[src/rtl/median_ctrl.sv]
// Window-collecting controller for an external median datapath: gathers DATA_SIZE
// samples, strobes the datapath, waits MED_LATENCY cycles and holds the result for downstream.
module median_ctrl #(
  parameter int DATA_WIDTH  = 8,
  parameter int DATA_SIZE   = 9,
  parameter int MED_LATENCY = 2
) (
  input  logic                  clk_i,
  input  logic                  rstn_i,
  input  logic                  in_valid_i,
  input  logic [DATA_WIDTH-1:0] in_data_i,
  output logic                  in_ready_o,
  input  logic                  flush_i,
  output logic [DATA_WIDTH-1:0] win_o [DATA_SIZE],
  output logic                  med_start_o,
  input  logic [DATA_WIDTH-1:0] med_result_i,
  output logic                  out_valid_o,
  output logic [DATA_WIDTH-1:0] out_data_o,
  input  logic                  out_ready_i,
  output logic                  busy_o,
  output logic [15:0]           frames_o
);

  localparam int CNT_W = (DATA_SIZE > 1) ? $clog2(DATA_SIZE) : 1;
  localparam int LAT_W = $clog2(MED_LATENCY + 1);
  localparam logic [CNT_W-1:0] LAST_CNT = CNT_W'(DATA_SIZE - 1);
  localparam logic [LAT_W-1:0] LAT_INIT = LAT_W'(MED_LATENCY);
  localparam logic [LAT_W-1:0] LAT_ONE  = LAT_W'(1);

  typedef enum logic [1:0] {
    ST_FILL  = 2'd0,
    ST_ISSUE = 2'd1,
    ST_WAIT  = 2'd2,
    ST_OUT   = 2'd3
  } state_e;

  state_e                state_q;
  logic [CNT_W-1:0]      cnt_q;
  logic [LAT_W-1:0]      lat_q;
  logic [DATA_WIDTH-1:0] win_q [DATA_SIZE];
  logic [DATA_WIDTH-1:0] out_data_q;
  logic [15:0]           frames_q;

  // Controller FSM: window fill, datapath issue, latency wait and output hold
  always_ff @(posedge clk_i) begin
    if (!rstn_i) begin
      state_q    <= ST_FILL;
      cnt_q      <= '0;
      lat_q      <= '0;
      out_data_q <= '0;
      frames_q   <= 16'd0;
      for (int i = 0; i < DATA_SIZE; i++) begin
        win_q[i] <= '0;
      end
    end else if (flush_i) begin
      // Window contents and frame count survive a flush; only progress is dropped
      state_q <= ST_FILL;
      cnt_q   <= '0;
      lat_q   <= '0;
    end else begin
      case (state_q)
        ST_FILL: begin
          if (in_valid_i) begin
            win_q[cnt_q] <= in_data_i;
            if (cnt_q == LAST_CNT) begin
              cnt_q   <= '0;
              state_q <= ST_ISSUE;
            end else begin
              cnt_q <= cnt_q + 1'b1;
            end
          end
        end
        ST_ISSUE: begin
          lat_q   <= LAT_INIT;
          state_q <= ST_WAIT;
        end
        ST_WAIT: begin
          if (lat_q == LAT_ONE) begin
            out_data_q <= med_result_i;
            lat_q      <= '0;
            state_q    <= ST_OUT;
          end else begin
            lat_q <= lat_q - 1'b1;
          end
        end
        ST_OUT: begin
          if (out_ready_i) begin
            frames_q <= frames_q + 16'd1;
            state_q  <= ST_FILL;
          end
        end
        default: begin
          state_q <= ST_FILL;
        end
      endcase
    end
  end

  assign in_ready_o  = (state_q == ST_FILL);
  assign med_start_o = (state_q == ST_ISSUE);
  assign out_valid_o = (state_q == ST_OUT);
  assign busy_o      = (state_q != ST_FILL);
  assign out_data_o  = out_data_q;
  assign frames_o    = frames_q;
  assign win_o       = win_q;

endmodule

[config.mk]
export PLATFORM = sky130hd
export DESIGN_NAME = median_ctrl
export DESIGN_NICKNAME = d
export VERILOG_FILES = /design/src/rtl/median_ctrl.sv
export SDC_FILE = /design/constraint.sdc
export NUM_CORES = 1
export LEC_CHECK = 0
export BUFFER_PORTS_ARGS = -buffer_cell sky130_fd_sc_hd__buf_2
export CAP_MARGIN = 5
export CORE_MARGIN = 8
export CORE_UTILIZATION = 51
export CTS_CLUSTER_SIZE = 25
export DETAILED_ROUTE_END_ITERATION = 10
export HOLD_SLACK_MARGIN = 0.1
export PLACE_DENSITY = 0.79
export SLEW_MARGIN = 0
export SYNTH_ARGS = -nofsm -noshare
export SYNTH_HDL_FRONTEND = slang
export SYNTH_SLANG_ARGS = --single-unit
[constraint.sdc]
create_clock -name clk_i -period 2.4 [get_ports clk_i]
set_input_delay 0.48 -clock clk_i [delete_from_list [all_inputs] [get_ports clk_i]]
set_output_delay 0.48 -clock clk_i [all_outputs]
set_load 0.005 [all_outputs]
==> results by group <==
Hold path
  • Type of the tightest min-delay check: input pin to flip-flop

Clock network
  • Num CTS Buffers: 9
  • CTS root buffer: clkbuf_8
  • CTS Sinks: 104
  • CTS tree: done
  • Setup bufs post-CTS: 0
  • Hold_buf cts: 0
  • Clock Latency Late Sink: 370 ps
  • Post-CTS Resized: 0
  • Clk slew on worst S/H paths: 110 ps
  • H-tree levels: 3
  • CTS Buffer Depth: 2

Timing
  • RSZ-0062 raised after global routing: false
  • Total negative setup slack: 0 ps
  • Final Critical Period: 1970 ps
  • WHS: 335 ps
  • Worst Skew: 21.1 ps
  • Final period util: 82.0%
  • Max Fclk: 508 MHz
  • Final count of hold timing violations: 0
  • Pins Over Slew Limit: 0
  • Rel. slew slack: 61.3%
  • Worst slew pin tran: 579 ps
  • Final Setup Violations: 0

Floorplan
  • Die area: 0.0113 mm2
  • Die height: 106 um
  • Initial core utilization: 51.6%
  • Core box area: 0.00805 mm2
  • Site Rows: 33
  • Die W: 106 um
  • Top Ports: 121

Drt
  • DR iter-0 viols: 141
  • Vias: 3318
  • Routed WL: 10300 um
  • Pre-Repair DR Iteration Count: 5
  • Post-route ant nets: 0
  • # DRC: 0
  • DR WL/cell: 16.3 um
  • Vias/cell: 5.23

Synth
  • Post-Syn Area: 0.00416 mm2
  • Number of distinct library cells after synthesis: 36
  • Post-synth EDFFs: 0
  • Async SR Flop Fraction: 0%
  • Synth Register Bits: 104
  • Seq/Total Area, Yosys: 50.1%
  • Cells after Synth: 414
  • Synth Flop Type: dfxtp_1
  • Syn_nets: 446
  • Syn Area/Cell: 10.0 um2
  • Ys Warns: 0

Pwr
  • Worst-case vdd ir drop: 0.408 mV
  • Total power: 0.00300 W
  • Pleak: 2.66 nW
  • PwrDens: 597 mW/mm2

Global route
  • GRT Util Overall: 17.8%
  • Initial antenna violation count: 0
  • GRT met2 Usage: 30.3%
  • First-pass GRT wire length: 16300 um
  • Grt ovf: 0
  • Vias in the first global route: 3229
  • Routing usage on met3: 5.32%
  • Gr busiest metal: met2
  • Largest net degree at the start of global routing: 96
  • Met1 usage: 20.9%

Cells and area
  • Layout cells sized above 1: 28.5%
  • Design area: 0.00503 mm2
  • FILL cells: 683
  • # diodes: 0
  • Post-Layout Cell Count: 634
  • Layout Nets: 556
  • Area Growth Syn to Fin: 21.1%

Placed design
  • Placed cell count: 618
  • Post-DP HPWL: 7460 um
  • Gpl congestion: 0.819
  • Area post-placement: 0.00482 mm2
  • Port-buffer cells: 120

Flow run
  • MaxCap Viol Count: 0

Critical path
  • Max Fanout on Critical Path: 8
  • Worst setup SP type: flip-flop
  • Crit. End Element: flip-flop
  • CP arrival: 2210 ps
  • Crit Path Class: flip-flop to flip-flop
  • WP data required: 2640 ps

Run status
  • Status: finished, final reports clean
[logic make-up after synthesis]
logic type,after synthesis,share of synthesized area (%)
AO/OA/AOI/OAI,18,2.62
XOR/XNOR,9,1.90
adder cells (fa/ha/maj),11,3.31
AND/OR/NAND/NOR,158,18.9
flip-flops,104,50.1
buffers and inverters,30,2.92
multiplexers,84,20.2
[per-layer routing]
layer  vias up  wire length (um)
met2        77              5160
met5         -                 0
li1       1624                 -
met1      1602              4410
met3        15               631
met4         0               137
[cell usage after synthesis (4+ instances only)]
cell type | number | area (um2)
nor3_1 | 5 | 25.0
nand4_1 | 4 | 25.0
nor2_1 | 95 | 357
xor2_1 | 5 | 43.8
nand3_1 | 7 | 35.0
clkbuf_1 | 19 | 71.3
nand2_1 | 9 | 33.8
inv_1 | 6 | 22.5
xnor2_1 | 4 | 35.0
nand3_2 | 7 | 70.1
dfxtp_1 | 104 | 2080
a21oi_1 | 10 | 50.1
ha_1 | 11 | 138
mux2i_1 | 84 | 841
nor2b_1 | 5 | 31.3
[placed cells by master, fill, tap and decap left out, types with 5 or more instances in the layout]
| master | count |
|---|---|
| nor2_1 | 95 |
| nand2_1 | 9 |
| a21oi_1 | 10 |
| buf_2 | 120 |
| mux2i_1 | 84 |
| nor2b_1 | 5 |
| nand3_2 | 7 |
| xor2_1 | 5 |
| nor3_1 | 5 |
| clkbuf_8 | 9 |
| inv_1 | 6 |
| ha_1 | 11 |
| dfxtp_1 | 104 |
| nand3_1 | 7 |
[area by class of cell]
class	count	area (um2)	share of cell area (%)
flip-flops and latches	104	2080	41.4
multi-input cells	280	1950	38.8
repair buffers	122	628	12.5
clock buffers	9	124	2.46
inverters	7	26.3	0.522
well taps	105	131	2.61
clock inverters	7	87.6	1.74
[path summary, 6_finish.rpt]
check | slack [ps] | depth (start not counted) | startpoint | end
max reg2reg | 430 | 7 | state_q[1] | win_o[37]
min reg2reg | 500 | 2 | frames_o[13] | frames_o[13]
min | 340 | 3 | med_result_i[3] | out_data_o[3]
max | 430 | 7 | state_q[1] | win_o[37]
[stage by stage]
stage	utilization [%]	setup slack (ps)
2_1_floorplan	-	721
3_3_place_gp	59.9	470
3_5_place_dp	59.9	427
4_1_cts	62.5	459
5_1_grt	62.5	248
6_report	62.5	432
[critical path: stages, from the launching register on]
cell and delay (ps):
dfxtp_1 350, inv_1 110, ha_1 190, and3b_1 210, buf_4 190, and3_1 500, mux2i_1 240, nor2_1 60
[flip-flops by register name, indices dropped and copies added, names as in the netlist]
signal and count:
state_q 2, out_data_o 8, win_o 72, cnt_q 4, lat_q 2, frames_o 16
[report_power, final]
group          internal, W  switching [W]
Clock             0.000504       0.000634
Combinational    0.0000424      0.0000836
Sequential         0.00173     0.00000604
Total              0.00228       0.000724
Power figures use the tool's default switching activity.
